==> config.mk <==
export PLATFORM = sky130hd
export DESIGN_NAME = clk_gen_multi
export DESIGN_NICKNAME = d
export VERILOG_FILES = /design/src/rtl/clk_gen_pkg.sv /design/src/rtl/clk_gen_chan.sv /design/src/rtl/clk_gen_multi.sv
export SDC_FILE = /design/constraint.sdc
export NUM_CORES = 2
export LEC_CHECK = 0
export ABC_AREA = 0
export CAP_MARGIN = 40
export CORE_MARGIN = 2
export CORE_UTILIZATION = 63
export DETAILED_ROUTE_END_ITERATION = 12
export PLACE_DENSITY = 0.81
export SYNTH_ARGS = -nofsm -noshare
export SYNTH_HDL_FRONTEND = slang
export SYNTH_SLANG_ARGS = --single-unit
==> constraint.sdc <==
create_clock -name clk -period 21.5 [get_ports clk]
set_input_delay 4.3 -clock clk [delete_from_list [all_inputs] [get_ports clk]]
set_output_delay 4.3 -clock clk [all_outputs]
set_load 0.1 [all_outputs]
==> src/rtl/clk_gen_pkg.sv <==
// Shared types for the multi-channel clock generator: channel FSM states,
// per-channel timing configuration and the high-time sanitiser.
package clk_gen_pkg;

    // Storage width of every timing field; CNT_W on the top must not exceed it.
    localparam int CFG_W = 16;

    typedef enum logic [1:0] {
        IDLE  = 2'd0,
        PHASE = 2'd1,
        HIGH  = 2'd2,
        LOW   = 2'd3
    } chan_state_e;

    typedef struct packed {
        logic [CFG_W-1:0] period;
        logic [CFG_W-1:0] high;
        logic [CFG_W-1:0] phase;
    } chan_cfg_t;

    // A high time of P or more means "always high", so clamp it to P.
    function automatic logic [CFG_W-1:0] eff_high(input logic [CFG_W-1:0] high,
                                                   input logic [CFG_W-1:0] period);
        return (high > period) ? period : high;
    endfunction

endpackage

==> src/rtl/clk_gen_chan.sv <==
// One generator channel: double-buffered config, start/phase handling and the
// IDLE/PHASE/HIGH/LOW sequencer producing registered clk_out and cyc_start.
module clk_gen_chan
    import clk_gen_pkg::*;
#(
    parameter int DEF_PERIOD = 4,
    parameter int DEF_HIGH   = 2,
    parameter int DEF_PHASE  = 0
) (
    input  logic      clk,
    input  logic      rst,
    input  logic      en,
    input  logic      sync_start,
    input  logic      wr,
    input  chan_cfg_t wr_cfg,
    output logic      clk_out,
    output logic      cyc_start,
    output logic      pending
);

    localparam chan_cfg_t DEF_CFG = '{
        period: CFG_W'(DEF_PERIOD),
        high:   CFG_W'(DEF_HIGH),
        phase:  CFG_W'(DEF_PHASE)
    };

    chan_state_e      state, state_d;
    chan_cfg_t        shadow, active, active_d, use_cfg;
    logic [CFG_W-1:0] cnt, cnt_d, cnt_inc, h_act, h_use;
    logic             en_q, start, new_period;
    logic             clk_d, cyc_d, pend_d;

    // Config that the next period will run with: shadow wins while pending.
    assign use_cfg = pending ? shadow : active;
    assign h_act   = eff_high(active.high, active.period);
    assign h_use   = eff_high(use_cfg.high, use_cfg.period);
    assign cnt_inc = cnt + 1'b1;
    assign start   = en && (!en_q || sync_start);

    always_comb begin
        state_d    = state;
        cnt_d      = cnt;
        active_d   = active;
        clk_d      = clk_out;
        cyc_d      = 1'b0;
        pend_d     = pending;
        new_period = 1'b0;

        if (!en) begin
            state_d = IDLE;
            cnt_d   = '0;
            clk_d   = 1'b0;
        end else if (start) begin
            state_d  = PHASE;
            cnt_d    = '0;
            clk_d    = 1'b0;
            active_d = shadow;
            pend_d   = 1'b0;
        end else begin
            unique case (state)
                IDLE: clk_d = 1'b0;
                PHASE: begin
                    if (cnt == active.phase) new_period = 1'b1;
                    else                     cnt_d = cnt_inc;
                end
                HIGH, LOW: begin
                    if (cnt == active.period - 1'b1) begin
                        new_period = 1'b1;
                    end else begin
                        cnt_d   = cnt_inc;
                        clk_d   = (cnt_inc < h_act);
                        state_d = clk_d ? HIGH : LOW;
                    end
                end
            endcase

            if (new_period) begin
                active_d = use_cfg;
                pend_d   = 1'b0;
                cnt_d    = '0;
                cyc_d    = 1'b1;
                clk_d    = (h_use != '0);
                state_d  = clk_d ? HIGH : LOW;
            end
        end

        // A write on a boundary edge still leaves the new shadow pending.
        if (wr) pend_d = 1'b1;
    end

    always_ff @(posedge clk or posedge rst) begin
        if (rst) begin
            state     <= IDLE;
            cnt       <= '0;
            active    <= DEF_CFG;
            shadow    <= DEF_CFG;
            pending   <= 1'b0;
            clk_out   <= 1'b0;
            cyc_start <= 1'b0;
            en_q      <= 1'b1;
        end else begin
            state     <= state_d;
            cnt       <= cnt_d;
            active    <= active_d;
            pending   <= pend_d;
            clk_out   <= clk_d;
            cyc_start <= cyc_d;
            en_q      <= en;
            if (wr) shadow <= wr_cfg;
        end
    end

endmodule

==> src/rtl/clk_gen_multi.sv <==
// Multi-channel programmable clock/pulse generator: config write decode,
// reject reporting and NUM_CH independent channel instances.
module clk_gen_multi
    import clk_gen_pkg::*;
#(
    parameter  int NUM_CH     = 4,
    parameter  int CNT_W      = 16,
    parameter  int DEF_PERIOD = 4,
    parameter  int DEF_HIGH   = 2,
    parameter  int DEF_PHASE  = 0,
    localparam int CH_W       = (NUM_CH > 1) ? $clog2(NUM_CH) : 1
) (
    input  logic              clk,
    input  logic              rst,
    input  logic [NUM_CH-1:0] en,
    input  logic              sync_start,
    input  logic              cfg_valid,
    input  logic [CH_W-1:0]   cfg_ch,
    input  logic [CNT_W-1:0]  cfg_period,
    input  logic [CNT_W-1:0]  cfg_high,
    input  logic [CNT_W-1:0]  cfg_phase,
    output logic              cfg_err,
    output logic [NUM_CH-1:0] cfg_pending,
    output logic [NUM_CH-1:0] clk_out,
    output logic [NUM_CH-1:0] cyc_start
);

    // cfg_valid is a one-cycle strobe with no ready: a write is either
    // accepted into the target shadow that edge or rejected with cfg_err
    // one cycle later; there is no back-pressure.
    chan_cfg_t wr_cfg;
    logic      ch_ok, cfg_ok;

    assign wr_cfg = '{
        period: CFG_W'(cfg_period),
        high:   CFG_W'(cfg_high),
        phase:  CFG_W'(cfg_phase)
    };
    assign ch_ok  = 32'(cfg_ch) < 32'(NUM_CH);
    assign cfg_ok = ch_ok && (cfg_period != '0);

    always_ff @(posedge clk or posedge rst) begin
        if (rst) cfg_err <= 1'b0;
        else     cfg_err <= cfg_valid && !cfg_ok;
    end

    for (genvar i = 0; i < NUM_CH; i++) begin : g_ch
        logic wr;
        assign wr = cfg_valid && cfg_ok && (32'(cfg_ch) == i);

        clk_gen_chan #(
            .DEF_PERIOD (DEF_PERIOD),
            .DEF_HIGH   (DEF_HIGH),
            .DEF_PHASE  (DEF_PHASE)
        ) u_chan (
            .clk        (clk),
            .rst        (rst),
            .en         (en[i]),
            .sync_start (sync_start),
            .wr         (wr),
            .wr_cfg     (wr_cfg),
            .clk_out    (clk_out[i]),
            .cyc_start  (cyc_start[i]),
            .pending    (cfg_pending[i])
        );
    end

endmodule

# Word-level counts from Yosys, hierarchy flattened
# Cells that the tools add are included.
[word_totals] in_bits=58 output_inout_bits=13 ff_bits=473 wordCells=329
[classes] addsub=8 n_eq_ne=47 muxes=140 n_lt_le_gt_ge=12 n_reduce_logical=73
[ops] cell="48-bit two-way mux" count=12
[ops] cell="16-bit two-way mux" count=28
[ops] cell="16-bit equality test" count=8
[ops] cell="16-bit > comparator" count=8
[ops] cell="16-bit case mux with 2 select lines" count=4
[ops] cell="16-bit nonzero test" count=5
[ops] cell="1-bit two-way mux" count=68
[ops] cell="16-bit by 1-bit adder with 16-bit output (second input constant)" count=4
[ops] cell="16-bit less-than comparator" count=4
[ops] cell="16-bit by 1-bit subtractor with 16-bit output (second input constant)" count=4
[ops] cell="2-bit two-way mux" count=20
[ops] cell="5-bit by 1-bit inequality test with 1-bit output (second input constant)" count=8
[ops] cell="5-bit by 4-bit inequality test with 1-bit output (second input constant)" count=8
[ops] cell="2-bit AND reduction" count=16
[ops] cell="3-bit AND reduction" count=8
[ops] cell="2-bit nonzero test" count=12
[ops] cell="2-bit equality test (second input constant)" count=10
[ops] cell="4-bit by 1-bit inequality test with 1-bit output (second input constant)" count=4
[ops] cell="4-bit by 3-bit inequality test with 1-bit output (second input constant)" count=4
[ops] cell="1-bit case mux with 2 select lines" count=8
[ops] cell="3-bit nonzero test" count=4
[ops] cell="2-bit by 1-bit equality test with 1-bit output (second input constant)" count=5
[ops] cell="1-bit logical AND" count=10
[ops] cell="2-bit logical NOT" count=5
[ops] cell="3 further kinds" count=13

# Logic depth before layout (Yosys ltp)
[depth] word_depth=10 ltp_mapped=19 ltp_nobuf=17

# Cells and area by module
# Synthesis repeated with hierarchy kept, for this count alone.
[hier_totals] cells_unflattened=2761 hier_area_um2=29407.0
[by_module_without_submodules] mod="clk_gen_chan at g_ch[1].u_chan ..." instances=2 cells_each=664 area_per_inst_um2=7196.9
[by_module_without_submodules] mod="clk_gen_chan at g_ch[3].u_chan" instances=1 cells_each=781 area_per_inst_um2=7634.8
[by_module_without_submodules] mod="clk_gen_chan at g_ch[0].u_chan" instances=1 cells_each=639 area_per_inst_um2=7267.0
[by_module_without_submodules] mod="clk_gen_multi" instances=1 cells_each=13 area_per_inst_um2=111.4

# Worst setup path after synthesis
# Ideal clock, no wire load.
[synth_path] path_kind="in2reg" start="input port cfg_period[10]" end="register g_ch[1].u_chan.shadow[22] (netlist bit)" required_time_ps=21375 setup_time_ps=125 stages=8 arrival_time_ps=6024 setup_slack_ps=15352 cell_sequence="nor4_1 > nand4_1 > nand2_1 > nor2_1 > nand2_1 > clkbuf_1 > clkbuf_1 > mux2_2"
[synth_via] elab_chain_cells=3
[synth_lines] element="from (decl)" line="clk_gen_multi.sv:19" source="input logic [CNT_W-1:0] cfg_period,"
[synth_lines] element="16-bit nonzero test" line="clk_gen_multi.sv:40" source="assign cfg_ok = ch_ok && (cfg_period != '0);"
[synth_lines] element="1-bit logical AND (2 in series)" line="clk_gen_multi.sv:49" source="assign wr = cfg_valid && cfg_ok && (32'(cfg_ch) == i);"
[synth_lines] element="to (signal assigned)" line="clk_gen_chan.sv:109" source="if (wr) shadow <= wr_cfg;"
[synth_lines] element="to (decl)" line="clk_gen_chan.sv:28" source="chan_cfg_t shadow, active, active_d, use_cfg;"
# No other way between the ends.
# A chain may end at the register's enable or synchronous reset.

==> impl_metrics.ini <==
[power_and_ir_drop]
leakage_uw = 0.0141
clkPwrFrac = 0.287
p_per_area_nw_per_um2 = 102
ir_drop_v = 0.0000817
cellInternalPower_uw = 2130
p_switching_uw = 1160
share_comb_of_total_power = 0.324
power.total_uw = 3290
p_seq_frac = 0.389
swShare = 0.353

[sta]
finalMaxSlewViolations = 0
holdWs_ns = 0.489
setup_tns_ns = 0
worst_slew_pin_slew_ns = 1.13
slew_headroom = 0.244
hold_violations = 0
rsz0062_at_grt = false
skew_ns = 0.0166
post-route-min-period_ns = 6.64
setup_violations = 0
max_freq_mhz = 151
period_share = 0.309

[finish]
fill_cells = 3215
layout-drive-gt1-share = 0.205
num-nets-final = 2970
area_delta_synth_final_pct = 10.6
finalInstanceArea_sq_um = 32300

[clock_tree]
cts.clk_slew.worst_paths_ns = 0.06
post_cts_resize_count = 0
clock_path_buffers = 3
cts_root_buf = clkbuf_16
cts_hold_buf = 0
cts_tree = yes
post_cts_buffers = 0
htreeDepth = 2
clock_latency_ns = 0.61
cts_inserted_buffers = 50
cts.sinks = 473

[detailed_routing]
first_pass_iters = 6
num_vias = 22300
drt_iter0_markers = 2122
viasPerCell = 6.65
drc_errors = 0
wl_per_cell_um = 24.6
wl_um = 82600
postRouteAntennaNets = 0

[flow_run]
maxCapViolations = 0

[placement]
hpwl_um = 59400
io_buffers = 70
gp_congestion = 0.979
place_area_sq_um = 30500

[synth]
yosysMostFrequentCell = dfrtp_1
ys.flop_type = dfrtp_1
synth-async-reset-ratio = 1.00
syn_inst = 2739
synthTopCellsByArea = dfrtp_1 (39%), mux2_2 (15%), ha_1 (8.4%), mux2i_1 (4.5%), xnor2_1 (4.0%)
post-synth-top-area-fraction = 0.388
synth_top_cell_by_area = dfrtp_1
netlist_area_sq_um = 29200
synth_edf_count = 0
synth_seq_cells = 473
ys_seq_area_frac = 0.406
synth.distinct_cells = 77
syn_nets = 2993
syn_area_per_cell_sq_um = 10.7
yosys_warnings = 0
ys_top_cells_by_count = dfrtp_1 (453), mux2_2 (378), nand2_1 (200), ha_1 (196), clkbuf_1 (150)

[setup_path]
cp-start-kind = primary input
crit_path_end_kind = asynchronous set/reset pin
worst-path-max-fanout = 180
cp.required_ns = 22.21
worstPathArrival_ns = 7.35
reg2reg_from = g_ch[3].u_chan.active[37]
path_class = primary input to asynchronous set/reset pin
ff2ff_path_depth = 16
setup.worst_path.start = rst

[grt]
grt.total_usage = 0.349
grt_pass1_vias = 22200
antenna_found_initial = 7
grt_overflow = 0
grt_max_degree = 181
grt_pass1_wl_um = 129000

[die]
die_w_um = 219
coreArea_sq_um = 45600
initial_core_util = 0.641
row_count = 78
dieArea_sq_um = 48100
io_pins = 71
dieHeight_um = 219

[hold_path]
worstHoldStart = g_ch[0].u_chan.shadow[15]
hold_depth = 1
hold_path.class = flop to flop

[run_status]
status = complete, no violations
## state kept, by name (all words and copies together), names as in the netlist
register / cells
cfg_err: 1
g_ch.u_chan.pending: 4
g_ch.u_chan.cnt: 64
g_ch.u_chan.active: 192
g_ch.u_chan.shadow: 192
g_ch.u_chan.clk_out: 4
g_ch.u_chan.en_q: 4
g_ch.u_chan.cyc_start: 4
g_ch.u_chan.state: 8
## through the flow
step / util / std cells / setup WS, ns
after floorplan: - / 2739 / 4.04
after global placement: 0.660 / 3237 / 14.06
after CTS: 0.708 / 3357 / 14.81
after global routing: 0.708 / 3358 / 14.51
final: 0.708 / 3360 / 14.86
after detailed placement: 0.669 / 3263 / 14.18
## critical path: stages
cell             delay, ns
clkdlybuf4s50_1       0.49
inv_8                 0.25
buf_16                0.39
buf_12                0.57
buf_4                 0.63
buf_12                0.32
## layout by cell type, fill, tap and decap left out, drive strengths merged, types with 32 or more instances in the layout
| master | netlist | final |
|---|---|---|
| nand4 | 82 | 82 |
| o21ai | 57 | 57 |
| buf | 44 | 51 |
| nor3 | 40 | 40 |
| nand3 | 69 | 69 |
| mux2 | 398 | 398 |
| ha | 196 | 196 |
| xnor2 | 134 | 134 |
| clkdlybuf4s50 | 0 | 69 |
| dfrtp | 453 | 453 |
| mux2i | 130 | 130 |
| nor2 | 76 | 76 |
| clkbuf | 151 | 68 |
| and3 | 32 | 32 |
| a21oi | 78 | 78 |
| nand2 | 200 | 200 |
| o22ai | 51 | 51 |
| inv | 92 | 94 |
| nor4 | 46 | 46 |
| xor2 | 60 | 60 |
## logic make-up (layout without fill, tap and decap cells)
kind of cell,after synthesis,count (layout),share of synthesized area
simple gates,667,667,0.119
mux,528,528,0.198
flops,473,473,0.406
compound gates,394,394,0.0941
buf+inv,287,306,0.0401
fa+ha+maj,196,196,0.0840
xor+xnor,194,194,0.0582
other cells,0,2,0
## layer usage
layer,vias to the layer above,routed length [um],global-route usage
li1,10000,-,-
met1,11200,34200,0.474
met2,947,38300,0.554
met3,188,6910,0.0638
met4,0,3200,0.141
met5,-,0,0
## power by group through the flow
stage / Sequential (uW) / Combinational [uW] / Clock (uW)
2_1_floorplan: 1170 / 830 / 0
6_report: 1280 / 1070 / 945
5_1_grt: 1300 / 1170 / 992
4_1_cts: 1280 / 1050 / 955
3_5_place_dp: 1290 / 1040 / 0
3_3_place_gp: 1280 / 978 / 0
## final timing paths
path                                        endpoint  slack (ns)
min in group asynchronous  g_ch[0].u_chan.shadow[10]        4.06
max in group clk               g_ch[2].u_chan.cnt[8]       14.87
min reg2reg                g_ch[0].u_chan.active[15]        0.49
max                        g_ch[1].u_chan.shadow[17]       14.86
max reg2reg                  g_ch[3].u_chan.state[0]       16.57
min                        g_ch[0].u_chan.active[15]        0.49
## cell type report
| type | instances | area [sq um] | share of cell area |
|---|---|---|---|
| timing repair buffer | 120 | 1290 | 0.0400 |
| inverter | 92 | 353 | 0.0109 |
| multi-input combinational | 1979 | 16200 | 0.503 |
| tap | 600 | 751 | 0.0233 |
| clock inverter | 26 | 364 | 0.0113 |
| clock buffer | 68 | 1430 | 0.0444 |
| sequential | 473 | 11900 | 0.367 |
| antenna | 2 | 5.00 | 0.000155 |
Note: power is estimated with default switching activity, not from simulation.
